## config.mk

```make
export PLATFORM = sky130hd
export DESIGN_NAME = arb_burst_client
export DESIGN_NICKNAME = d
export VERILOG_FILES = /design/src/rtl/arb_pkg.sv /design/src/rtl/arb_burst_mux.sv /design/src/rtl/arb_burst_client.sv
export SDC_FILE = /design/constraint.sdc
export NUM_CORES = 1
export LEC_CHECK = 0
export ABC_AREA = 1
export CORE_ASPECT_RATIO = 1.25
export CORE_MARGIN = 3
export CORE_UTILIZATION = 28
export CTS_CLUSTER_SIZE = 24
export DETAILED_ROUTE_END_ITERATION = 8
export PLACE_DENSITY = 0.8
export SYNTH_ARGS = -nofsm -noshare
export SYNTH_HDL_FRONTEND = slang
export SYNTH_SLANG_ARGS = --single-unit
```

## constraint.sdc

```tcl
create_clock -name clk -period 5.54 [get_ports clk]
set_clock_uncertainty 0.15 [all_clocks]
set_input_delay 1.662 -clock clk [delete_from_list [all_inputs] [get_ports clk]]
set_output_delay 1.662 -clock clk [all_outputs]
set_load 0.01 [all_outputs]
```

## src/rtl/arb_pkg.sv

```systemverilog
// Shared helpers for the matrix arbiter and its requester-side clients.
// Vector helpers take up to MAX_N bits; callers zero-extend narrower vectors.
package arb_pkg;

    localparam int MAX_N = 32;

    typedef enum logic {
        IDLE = 1'b0,
        LOCK = 1'b1
    } client_state_t;

    // Width of a channel index; a single channel still gets one bit.
    function automatic int id_width(input int n);
        return (n > 1) ? $clog2(n) : 1;
    endfunction

    function automatic logic onehot0(input logic [MAX_N-1:0] vec);
        logic [MAX_N-1:0] one;
        one = 1;
        return (vec & (vec - one)) == '0;
    endfunction

    // Index of the lowest set bit; 0 when the vector is empty.
    function automatic int enc_lsb(input logic [MAX_N-1:0] vec);
        int r;
        r = 0;
        for (int i = MAX_N - 1; i >= 0; i--) begin
            if (vec[i]) begin
                r = i;
            end
        end
        return r;
    endfunction

endpackage

```

## src/rtl/arb_burst_mux.sv

```systemverilog
// N:1 valid/data/last mux toward the shared sink and ready demux back to the
// owning source. Everything is gated off while en is low.
module arb_burst_mux #(
    parameter int N  = 3,
    parameter int DW = 32,
    parameter int IW = 2
) (
    input  logic            en,
    input  logic [IW-1:0]   idx,
    input  logic [N-1:0]    s_valid,
    input  logic [N*DW-1:0] s_data,
    input  logic [N-1:0]    s_last,
    output logic [N-1:0]    s_ready,
    input  logic            m_ready,
    output logic            m_valid,
    output logic [DW-1:0]   m_data,
    output logic            sel_last
);

    logic [N-1:0] sel;

    for (genvar gi = 0; gi < N; gi++) begin : g_ch
        assign sel[gi]     = en && (idx == IW'(gi));
        assign s_ready[gi] = sel[gi] & m_ready;
    end

    always_comb begin
        m_valid  = 1'b0;
        m_data   = '0;
        sel_last = 1'b0;
        for (int k = 0; k < N; k++) begin
            if (sel[k]) begin
                m_valid  = s_valid[k];
                m_data   = s_data[k*DW +: DW];
                sel_last = s_last[k];
            end
        end
    end

endmodule

```

## src/rtl/arb_burst_client.sv

```systemverilog
// Requester-side client of the N-way matrix arbiter: locks the granted channel
// for one burst (or MAXBURST beats) and strobes upd on the tenure's final beat.
module arb_burst_client
    import arb_pkg::*;
#(
    parameter int  N        = 3,
    parameter int  DW       = 32,
    parameter int  MAXBURST = 16,
    localparam int IW       = id_width(N),
    localparam int CW       = $clog2(MAXBURST + 1)
) (
    input  logic            clk,
    input  logic            rstn,
    input  logic [N-1:0]    s_valid,
    output logic [N-1:0]    s_ready,
    input  logic [N*DW-1:0] s_data,
    input  logic [N-1:0]    s_last,
    output logic [N-1:0]    req,
    input  logic [N-1:0]    gnt,
    output logic            upd,
    output logic            m_valid,
    input  logic            m_ready,
    output logic [DW-1:0]   m_data,
    output logic            m_last,
    output logic [IW-1:0]   m_id,
    output logic            err
);

    client_state_t state_reg, state_next;
    logic [IW-1:0] idx_reg, idx_next;
    logic [CW-1:0] cnt_reg, cnt_next;
    logic          err_reg;

    logic          lock;
    logic          sel_last;
    logic          cut;
    logic          hs;
    logic          tenure_end;
    logic          err_cond;
    logic [N-1:0]  own_mask;

    assign lock     = (state_reg == LOCK);
    assign own_mask = N'(1) << idx_reg;
    assign cut      = (cnt_reg == CW'(MAXBURST - 1));
    assign hs       = m_valid & m_ready;

    arb_burst_mux #(
        .N  (N),
        .DW (DW),
        .IW (IW)
    ) u_mux (
        .en       (lock),
        .idx      (idx_reg),
        .s_valid  (s_valid),
        .s_data   (s_data),
        .s_last   (s_last),
        .s_ready  (s_ready),
        .m_ready  (m_ready),
        .m_valid  (m_valid),
        .m_data   (m_data),
        .sel_last (sel_last)
    );

    // Holding req at onehot(idx) keeps the arbiter's grant on the owner while
    // locked; upd must fire while that grant is still standing.
    always_comb begin
        state_next = state_reg;
        idx_next   = idx_reg;
        cnt_next   = cnt_reg;
        req        = s_valid;
        m_last     = 1'b0;
        m_id       = '0;
        tenure_end = 1'b0;
        case (state_reg)
            IDLE: begin
                if (|gnt) begin
                    idx_next   = IW'(enc_lsb(MAX_N'(gnt)));
                    cnt_next   = '0;
                    state_next = LOCK;
                end
            end
            LOCK: begin
                req        = own_mask;
                m_id       = idx_reg;
                m_last     = sel_last | cut;
                tenure_end = hs & m_last;
                if (tenure_end) begin
                    state_next = IDLE;
                    cnt_next   = '0;
                end else if (hs) begin
                    cnt_next = cnt_reg + CW'(1);
                end
            end
            default: state_next = IDLE;
        endcase
    end

    assign upd = tenure_end;

    assign err_cond = !onehot0(MAX_N'(gnt))
                    || ((gnt & ~req) != '0)
                    || (lock && (gnt != own_mask));

    always_ff @(posedge clk or negedge rstn) begin
        if (!rstn) begin
            state_reg <= IDLE;
            idx_reg   <= '0;
            cnt_reg   <= '0;
            err_reg   <= 1'b0;
        end else begin
            state_reg <= state_next;
            idx_reg   <= idx_next;
            cnt_reg   <= cnt_next;
            err_reg   <= err_reg | err_cond;
        end
    end

    assign err = err_reg;

endmodule

```

* Word level (Yosys, flattened, before mapping)
Cells that the tools add are included.
Operators by class: add/sub/neg operators 2, eq/ne operators 6, shift-type cells 1, multiplexer cells 23, bitwise logic cells 11, reduce and logical (&&, ||, !) cells 13
Operators with widths (count):
- $mux 32 | 3
- $and 3x32->32 | 1
- $logic_not 32->1 | 1
- $mux 5 | 3
- $mux 1 | 10
- $pmux 5 s2 | 1
- $mux 2 | 4
- $add 5x1->5 const B | 1
- $and 1x1->1 | 5
- $eq 5x4->1 const B | 1
- $logic_and 1x1->1 | 4
- $reduce_and 2->1 | 2
- $sub 3x1->4 const B | 1
- $and 3x3->3 | 1
- $mux 3 | 1
- $ne 3x1->1 const B | 1
- $ne 3x3->1 | 1
- $not 3->3 | 1
- $reduce_bool 3->1 | 1
- $reduce_or 3->1 | 1
- $shl 1x2->3 const A | 1
- $eq 2x1->1 const B | 1
- $eq 2x2->1 const B | 1
- $logic_not 2->1 | 1
- 6 further kinds | 8
Storage, ports and cells: register bits after elaboration 9

* Logic depth before layout (Yosys ltp)
Gate-level depths: netlist (run 1).
depth in word-level cells 9, depth in mapped cells 10, gate-level depth less buffers 10

* Hierarchy
Synthesis (run 1) repeated with hierarchy kept, for this count alone.
Unflattened totals: cells, all modules 261, area, all modules 1654.1 um^2
Modules (own cells, without submodules):
- arb_burst_mux | instances 1, cells an instance 174, area an instance 1033.5 um^2, seq. area each 0.0 um^2
- arb_burst_client | instances 1, cells an instance 87, area an instance 620.6 um^2, seq. area each 225.2 um^2

* Worst setup path before layout (run 1)
No wires, ideal clock.
kind in2out, from input s_valid[1], to output upd, data arrival time 2.206 ns, path slack 1.522 ns, stages 6, path buffers 0, path through nand4_1 > nand3_2 > nand2_2 > inv_4 > nand2_1 > inv_1
Between the ends: word-level cells in the longest chain between the ends 5
RTL lines:
- start: declaration | RTL line arb_burst_client.sv:14 | input logic [N-1:0] s_valid,
- $mux 1 (2 in a row) | RTL line arb_burst_mux.sv:32 | if (sel[k]) begin
- named net m_valid | RTL line arb_burst_client.sv:21 | output logic m_valid,
- $and 1x1->1 | RTL line arb_burst_client.sv:45 | assign hs = m_valid & m_ready;
- $and 1x1->1 | RTL line arb_burst_client.sv:86 | tenure_end = hs & m_last;
- $mux 1 | RTL line arb_burst_client.sv:74 | case (state_reg)
- end: declaration | RTL line arb_burst_client.sv:20 | output logic upd,
The timed path passes the listed nets, and every way through them passes these cells.

* Final worst setup path (run 1)
from input s_valid[2], to output upd
Between the ends: word-level cells in the longest chain between the ends 4
RTL lines (RTL line):
- $mux 1 | arb_burst_mux.sv:32
- $and 1x1->1 | arb_burst_client.sv:45
- $and 1x1->1 | arb_burst_client.sv:86
- $mux 1 | arb_burst_client.sv:74
Every way passes these cells.

==> impl_results.md, run 1 <==
- Unrepaired setup endpoints after global routing: no
- Period utilisation layout: 92.00%
- Worst Path Max Fanout: 5
- Kind of critical path: in -> out
- Hold Crit Start: cnt_reg[4]
- PD cells: 459.4 nW/um^2
- CTS root buffer: clkbuf_8
- Syn Inst Count: 244
- Clock Latency Late Sink: 0.24 ns
- Setup tns final: 0 ns
- Syn Area/Cell: 5.871 um^2
- Capture point of the worst reg-to-reg path: err
- Min cycle time layout: 5.097 ns
- Post-synthesis xor/xnor area fraction: 1.834%
- Worst setup EP type: output port
- Max FFs per register: 5
- CTS max path bufs: 2
- Crit start category: input port
- Initial DRC count: 117
- Port Buffers: 151
- Antenna Cells: 0
- Total GRT Usage: 22.34%
- Max Cap Viol: 0
- CTS Hold Buffers Added: 0
- Dpl hpwl: 5.446 mm
- H-tree Lvls: 1
- Slowest stage cell, crit path: clkdlybuf4s50_1
- Yosys warns: 0
- Die height: 85.98 um
- Initial Util: 29.63%
- Crit-path max cell delay: 0.52 ns
- CTS Sinks: 9
- # setup viols final: 0
- Mux contribution to synthesized area: 0%
- DRC Markers: 0
- F_max: 196.2 MHz
- CTS tree: built
- Leakage Power: 1.252 nW
- Crit path max-delay family: buffers and inverters
- Row count: 28
- Die ar.: 6017 um^2
- Fillers: 474
- Final Hold Viols: 0
- Most used cell, CP: clkdlybuf4s50_1
- Bufs and invs on worst path: 4
- Worst r2r src: idx_reg[1]
- Hold path endpoint: cnt_reg[4]
- Seq/Total Area, Yosys: 15.72%
- Drt via density: 5.102
- Register area: 225.2 um^2
- Yosys cell types: 26
- GRT overflow: 0
- Rel. slew slack: 49.80%
- Outcome: finished, final reports clean
- Pin count of the biggest net entering global routing: 43
- Post-layout nets: 492
- Adder and majority gate portion of the synthesized area: 1.747%
- Syn nets: 354
- Fin. max-slew vios: 0
- Total design power: 1.357 mW
- P&R area growth vs syn: 106.2%
- Final wirelength: 6.981 mm
- Post-Synth Simple-Gate Area: 64.28%
- Worst EP required: 3.73 ns
- TritonCTS buffer count: 3
- Vias: 2,250
- DIE WIDTH: 69.98 um
- Vias in the first global route: 2,080
- Largest family of logic cells by synthesized area: simple AND/OR/NAND/NOR gates
- Share of layout cells above drive strength 1: 5.774%
- Slew @ Worst Pin: 0.7512 ns
- Compound-Gate Fraction of Synth Area: 3.668%
- Critical path arrival: 3.28 ns
- IO Pins: 152
- Hold Path Class: reg -> reg
- R2r setup slk: 3.52 ns
- Cts repair resizes: 0
- Wire per inst: 15.83 um
- WHS Path Cells: 2
- Antenna-violating nets left: 0
- Area of the mapped netlist: 1433 um^2
- Post-CTS Setup Bufs: 0
- Router iterations before antenna repair: 4
- Synthesized flop and latch total: 9
- Clock slew seen by the registers of the worst setup and hold paths: 0.04 ns
- Core area: 4835 um^2
- Initial antenna violation count: 0
- Gp weighted congestion: 0.8739
- First-pass GRT wire length: 10.99 mm
- Crit path cell chain: clkdlybuf4s50_1, nand4_1, nand3_2, nand2_2, inv_4, nand2_1, inv_1, clkdlybuf4s50_1
- Reg2reg path depth: 5
- Multi-input gate area: 1025 um^2
- Worst vdd ir: 0.3011 mV
## cell families after synthesis
| kind of cell | after synthesis |
|---|---|
| AND/OR/NAND/NOR | 185 |
| adder cells (fa/ha/maj) | 2 |
| buffers and inverters | 35 |
| AO/OA/AOI/OAI | 10 |
| XOR/XNOR | 3 |
| flip-flops | 9 |
## synth_stat cells
master / number / area share, %
nand2_2: 6 / 2.6
nor3_1: 1 / 0.35
nor2_8: 1 / 1.4
nand4_1: 8 / 3.5
nand2_1: 53 / 14
a21oi_1: 4 / 1.4
o21ai_1: 3 / 1.0
xnor2_1: 1 / 0.61
nor2_1: 6 / 1.6
ha_1: 2 / 1.7
xor2_1: 2 / 1.2
inv_1: 11 / 2.9
and3_1: 1 / 0.44
nand3_1: 103 / 36
buf_4: 5 / 2.6
nand3_2: 2 / 1.4
buf_6: 3 / 2.4
o21ai_0: 2 / 0.70
buf_1: 5 / 1.3
o21bai_1: 1 / 0.52
clkbuf_1: 2 / 0.52
buf_2: 4 / 1.4
inv_4: 2 / 0.87
nor2_4: 4 / 3.1
dfrtp_1: 9 / 16
inv_2: 3 / 0.79
## power by group
group / total, mW / switching, mW / internal (mW)
clock network: 0.0792 / 0.0288 / 0.0504
logic: 1.15 / 0.597 / 0.557
registers: 0.124 / 0.0423 / 0.0814
total: 1.36 / 0.669 / 0.689
## per-stage QoR
stage / utilization (%) / setup WS [ns] / cells / area, um^2 / hold WS (ns)
floorplan: - / 1.522 / 244 / 1433 / 0.2994
global placement: 60.17 / 0.4891 / 437 / 2909 / 0.3166
detailed placement: 60.17 / 0.4914 / 437 / 2909 / 0.3329
CTS: 61.10 / 0.4585 / 441 / 2954 / 0.3459
global route: 61.10 / 0.3486 / 441 / 2954 / 0.3821
finish: 61.10 / 0.4432 / 441 / 2954 / 0.3391
## cell usage in the layout (no fill, tap or decap), types with 4 or more instances in the layout
| cell | Yosys | routed |
|---|---|---|
| clkdlybuf4s50_1 | 0 | 151 |
| nand2_1 | 53 | 53 |
| nand3_1 | 103 | 103 |
| nor2_1 | 6 | 6 |
| dfrtp_1 | 9 | 9 |
| nor2_4 | 4 | 4 |
| nand2_2 | 6 | 6 |
| a21oi_1 | 4 | 4 |
| inv_1 | 11 | 11 |
| nand4_1 | 8 | 8 |
## cell type report
cell class | count | share of cell area [%]
Sequential cell | 9 | 7.624
Clock buffer | 4 | 1.525
Multi-Input combinational cell | 200 | 34.69
Inverter | 16 | 2.202
Tap cell | 60 | 2.541
Timing Repair Buffer | 152 | 51.42
## how the worst max path moves through the flow
| stage | from | to | slack, ns | cells after the start |
|---|---|---|---|---|
| floorplan | s_valid[1] | upd | 1.52 | 6 |
| global placement | s_valid[2] | upd | 0.49 | 8 |
| detailed placement | s_valid[2] | upd | 0.49 | 8 |
| CTS | s_valid[2] | upd | 0.46 | 8 |
| global route | s_valid[2] | upd | 0.35 | 8 |
| finish | s_valid[2] | upd | 0.44 | 8 |
## worst min-delay path, cell delays in order, from the launching register on
cell	delay [ns]
dfrtp_1	0.34
nand2_1	0.05
nand2_1	0.06
## layer usage
metal | track usage [%] | vias to the layer above | share of wire [%]
met5 | 0 | - | 0
met4 | 5.575 | 0 | 1.6
met3 | 4.455 | 9 | 8.0
met2 | 39.55 | 117 | 51
met1 | 27.61 | 1017 | 40
li1 | - | 1107 | -
No activity file was read; power rests on OpenSTA's default activity.
==> run 2, diff against run 1 <==
--- a/config.mk
+++ b/config.mk
@@ -6,12 +6,14 @@
 export NUM_CORES = 1
 export LEC_CHECK = 0
 export ABC_AREA = 1
+export CAP_MARGIN = 0
 export CORE_ASPECT_RATIO = 1.25
 export CORE_MARGIN = 3
 export CORE_UTILIZATION = 28
 export CTS_CLUSTER_SIZE = 24
 export DETAILED_ROUTE_END_ITERATION = 8
-export PLACE_DENSITY = 0.8
+export DONT_BUFFER_PORTS = 1
+export GPL_TIMING_DRIVEN = 0
 export SYNTH_ARGS = -nofsm -noshare
 export SYNTH_HDL_FRONTEND = slang
 export SYNTH_SLANG_ARGS = --single-unit
==> run 2 against run 1 <==
Against the previous run:
- register-to-register slack improved by 0.13 ns
- final area decreased by 47%
- non-clock buffer count decreased by 133
- fmax rose by 24%
- clock-buffer cell count unchanged
- hold slack worse by 0.0048 ns
- cell count fell by 30%
- routed wire length fell by 25%
- flip-flop and latch count unchanged
- critical path depth down 2
- largest power group unchanged
- sequential share of layout area is 6.9 points higher
- die area stayed put
==> impl_results.md, run 2 (synthesis results as in run 1) <==
- Wire per inst: 16.92 um (+6.9%)
- Switching share of power: 62.72% (+13 points)
- Worst Path Max Fanout: 5 (unchanged)
- Core area: 4835 um^2 (unchanged)
- Most frequent cells in the layout: nand3_1 (103), nand2_1 (53), inv_1 (11), dfrtp_1 (9), nand4_1 (8)
- CTS Hold Buffers Added: 0 (unchanged)
- Hold Crit Start: cnt_reg[4]
- Crit start category: input port
- Slew @ Worst Pin: 0.4621 ns (-0.2890 ns)
- Clock Power Share: 7.9% (+2.1 points)
- Slowest stage cell, crit path: nand3_2
- Port Buffers: 0 (-100%)
- Crit path max-delay family: simple AND/OR/NAND/NOR gates
- CTS Sinks: 9 (unchanged)
- Initial DRC count: 91 (-22%)
- Worst setup margin: 1.426 ns (+0.9827 ns)
- Bufs and invs on worst path: 2 (-2)
- Final wirelength: 5.210 mm (-25%)
- Psw: 0.6059 mW (-9.4%)
- Max Cap Viol: 0 (unchanged)
- Share of layout cells above drive strength 1: 13.31% (+7.5 points)
- First-pass GRT wire length: 8.273 mm (-25%)
- Gp weighted congestion: 0.7885 (-9.8%)
- Leakage Power: 0.7336 nW (-41%)
- Internal power: 0.3602 mW (-48%)
- Crit path cell chain: nand4_1, nand3_2, nand2_2, inv_4, nand2_1, inv_1
- Final Hold Viols: 0 (unchanged)
- Worst EP required: 3.73 ns (about the same)
- Dpl hpwl: 4.295 mm (-21%)
- # placed instances: 304 (-30%)
- Initial antenna violation count: 0 (unchanged)
- Hold Path Class: reg -> reg
- Vias: 1,765 (-22%)
- Fin. max-slew vios: 0 (unchanged)
- # setup viols final: 0 (unchanged)
- Post-CTS Setup Bufs: 0 (unchanged)
- Max FFs per register: 5 (unchanged)
- Fillers: 547 (+15%)
- CTS tree: built
- Initial Util: 29.63% (unchanged)
- Worst setup EP type: output port
- Cts repair resizes: 0 (unchanged)
- Crit-path max cell delay: 0.16 ns (-0.36 ns)
- Antenna-violating nets left: 0 (unchanged)
- Worst r2r src: cnt_reg[0]
- Total GRT Usage: 16.72% (-5.6 points)
- Pin count of the biggest net entering global routing: 11 (-74%)
- Antenna Cells: 0 (unchanged)
- Vias in the first global route: 1,712 (-18%)
- Post-layout nets: 359 (-27%)
- Critical path arrival: 2.30 ns (-0.98 ns)
- Setup tns final: 0 ns (unchanged)
- Layout Cells excl Fill: 308 (-30%)
- Rel. slew slack: 69.19% (+19 points)
- Clock Latency Late Sink: 0.23 ns (about the same)
- Most common cell after layout, fill and taps aside: nand3_1
- TritonCTS buffer count: 3 (unchanged)
- CTS root buffer: clkbuf_8
- P&R area growth vs syn: 8.384%
- CTS max path bufs: 2 (unchanged)
- DRC Markers: 0 (unchanged)
- H-tree Lvls: 1 (unchanged)
- DIE WIDTH: 69.98 um (unchanged)
- Sequential share of power: 9.8% (+0.7 points)
- Outcome: finished, final reports clean
- Kind of critical path: in -> out
- Die height: 85.98 um (unchanged)
- F_max: 243.1 MHz (+24%)
- Router iterations before antenna repair: 4 (unchanged)
- Die ar.: 6017 um^2 (unchanged)
- Drt via density: 5.731 (+12%)
- Unrepaired setup endpoints after global routing: no
- Post-Place Worst Slack: 1.431 ns (+0.9396 ns)
- Worst vdd ir: 0.2203 mV (-27%)
- Logic pwr share: 82.3% (-2.8 points)
- Crit. Startpoint: s_valid[1]
- IO Pins: 152 (unchanged)
- PD cells: 622.2 nW/um^2 (+35%)
- Row count: 28 (unchanged)
- Clock slew seen by the registers of the worst setup and hold paths: 0.05 ns (about the same)
- GRT overflow: 0 (unchanged)
- Period utilisation layout: 74.26% (-18 points)
- Min cycle time layout: 4.114 ns (-0.9827 ns)
==> run 2: changes by cell type in the layout (fill, tap and decap cells not counted) <==
cell | previous run | this run
clkdlybuf4s50_1 | 151 | 0
buf_1 | 0 | 5
buf_2 | 0 | 4
buf_4 | 1 | 5
buf_6 | 0 | 3
clkbuf_1 | 1 | 3
==> run 2: metrics by stage <==
| step | utilization [%] | power (mW) | hold WS [ns] | cell area (um^2) |
|---|---|---|---|---|
| final | 32.12 | 0.9661 | 0.3343 | 1553 |
| after detailed placement | 31.19 | 0.9057 | 0.3214 | 1508 |
| after global placement | 31.19 | 0.9016 | 0.3188 | 1508 |
| after global routing | 32.12 | 1.075 | 0.3858 | 1553 |
| after floorplan | - | 0.7455 | 0.2994 | 1433 |
| after CTS | 32.12 | 0.9859 | 0.3330 | 1553 |
==> run 2: tightest hold or removal path, stage by stage (launching register included) <==
cell     delay (ns)
dfrtp_1        0.34
nand2_1        0.05
nand2_1        0.05
==> run 2: per-layer routing <==
layer  wire length [um]  up-vias  part of all wire [%]  GRT usage (%)
li1                   -      847                     -              -
met5                  0        -                     0              0
met4                 79        0                   1.5          4.355
met2               2647      101                    51          30.44
met3                496       11                   9.5          3.869
met1               1986      806                    38          19.59
==> run 2: area by class of cell <==
type	instances	area (um^2)	area share, %
well taps	60	75.07	4.835
multi-input cells	200	1025	65.99
inverters	16	65.06	4.190
clock buffers	4	45.04	2.901
flip-flops and latches	9	225.2	14.50
plain buffers	19	117.6	7.575
==> run 2: power groups by stage <==
stage | Clock, mW | Sequential (mW) | Combinational (mW)
2_1_floorplan | 0 | 0.0931 | 0.652
3_3_place_gp | 0 | 0.0950 | 0.807
3_5_place_dp | 0 | 0.0955 | 0.810
4_1_cts | 0.0791 | 0.0947 | 0.812
5_1_grt | 0.0803 | 0.0962 | 0.899
6_report | 0.0765 | 0.0950 | 0.795
==> run 2: final timing paths <==
| path | end | slack, ns | cells past startpoint |
|---|---|---|---|
| setup / recovery | upd | 1.43 | 6 |
| hold / removal | cnt_reg[4] | 0.33 | 2 |
| setup reg to reg | cnt_reg[3] | 3.65 | 8 |
| hold reg to reg | cnt_reg[4] | 0.33 | 2 |
| max in group asynchronous | err | 4.20 | 0 |
| min in group asynchronous | cnt_reg[0] | 0.97 | 0 |
==> run 3, diff against run 2 <==
==> constraint.sdc (replaced) <==
create_clock -name clk -period 4.3 [get_ports clk]
set_clock_uncertainty 0.15 [all_clocks]
set_input_delay 1.29 -clock clk [delete_from_list [all_inputs] [get_ports clk]]
set_output_delay 1.29 -clock clk [all_outputs]
set_load 0.01 [all_outputs]
==> results of run 3 <==
The final DEF is identical to that of run 2. Status: finished, final reports clean.
Among the figures that moved: setup slack after placement 1.431 ns -> 0.9350 ns; setup slack after layout 1.426 ns -> 0.9300 ns; register-to-register setup slack 3.65 ns -> 2.41 ns; total power 0.9661 mW -> 1.245 mW; worst IR drop on VDD 0.2203 mV -> 0.2838 mV
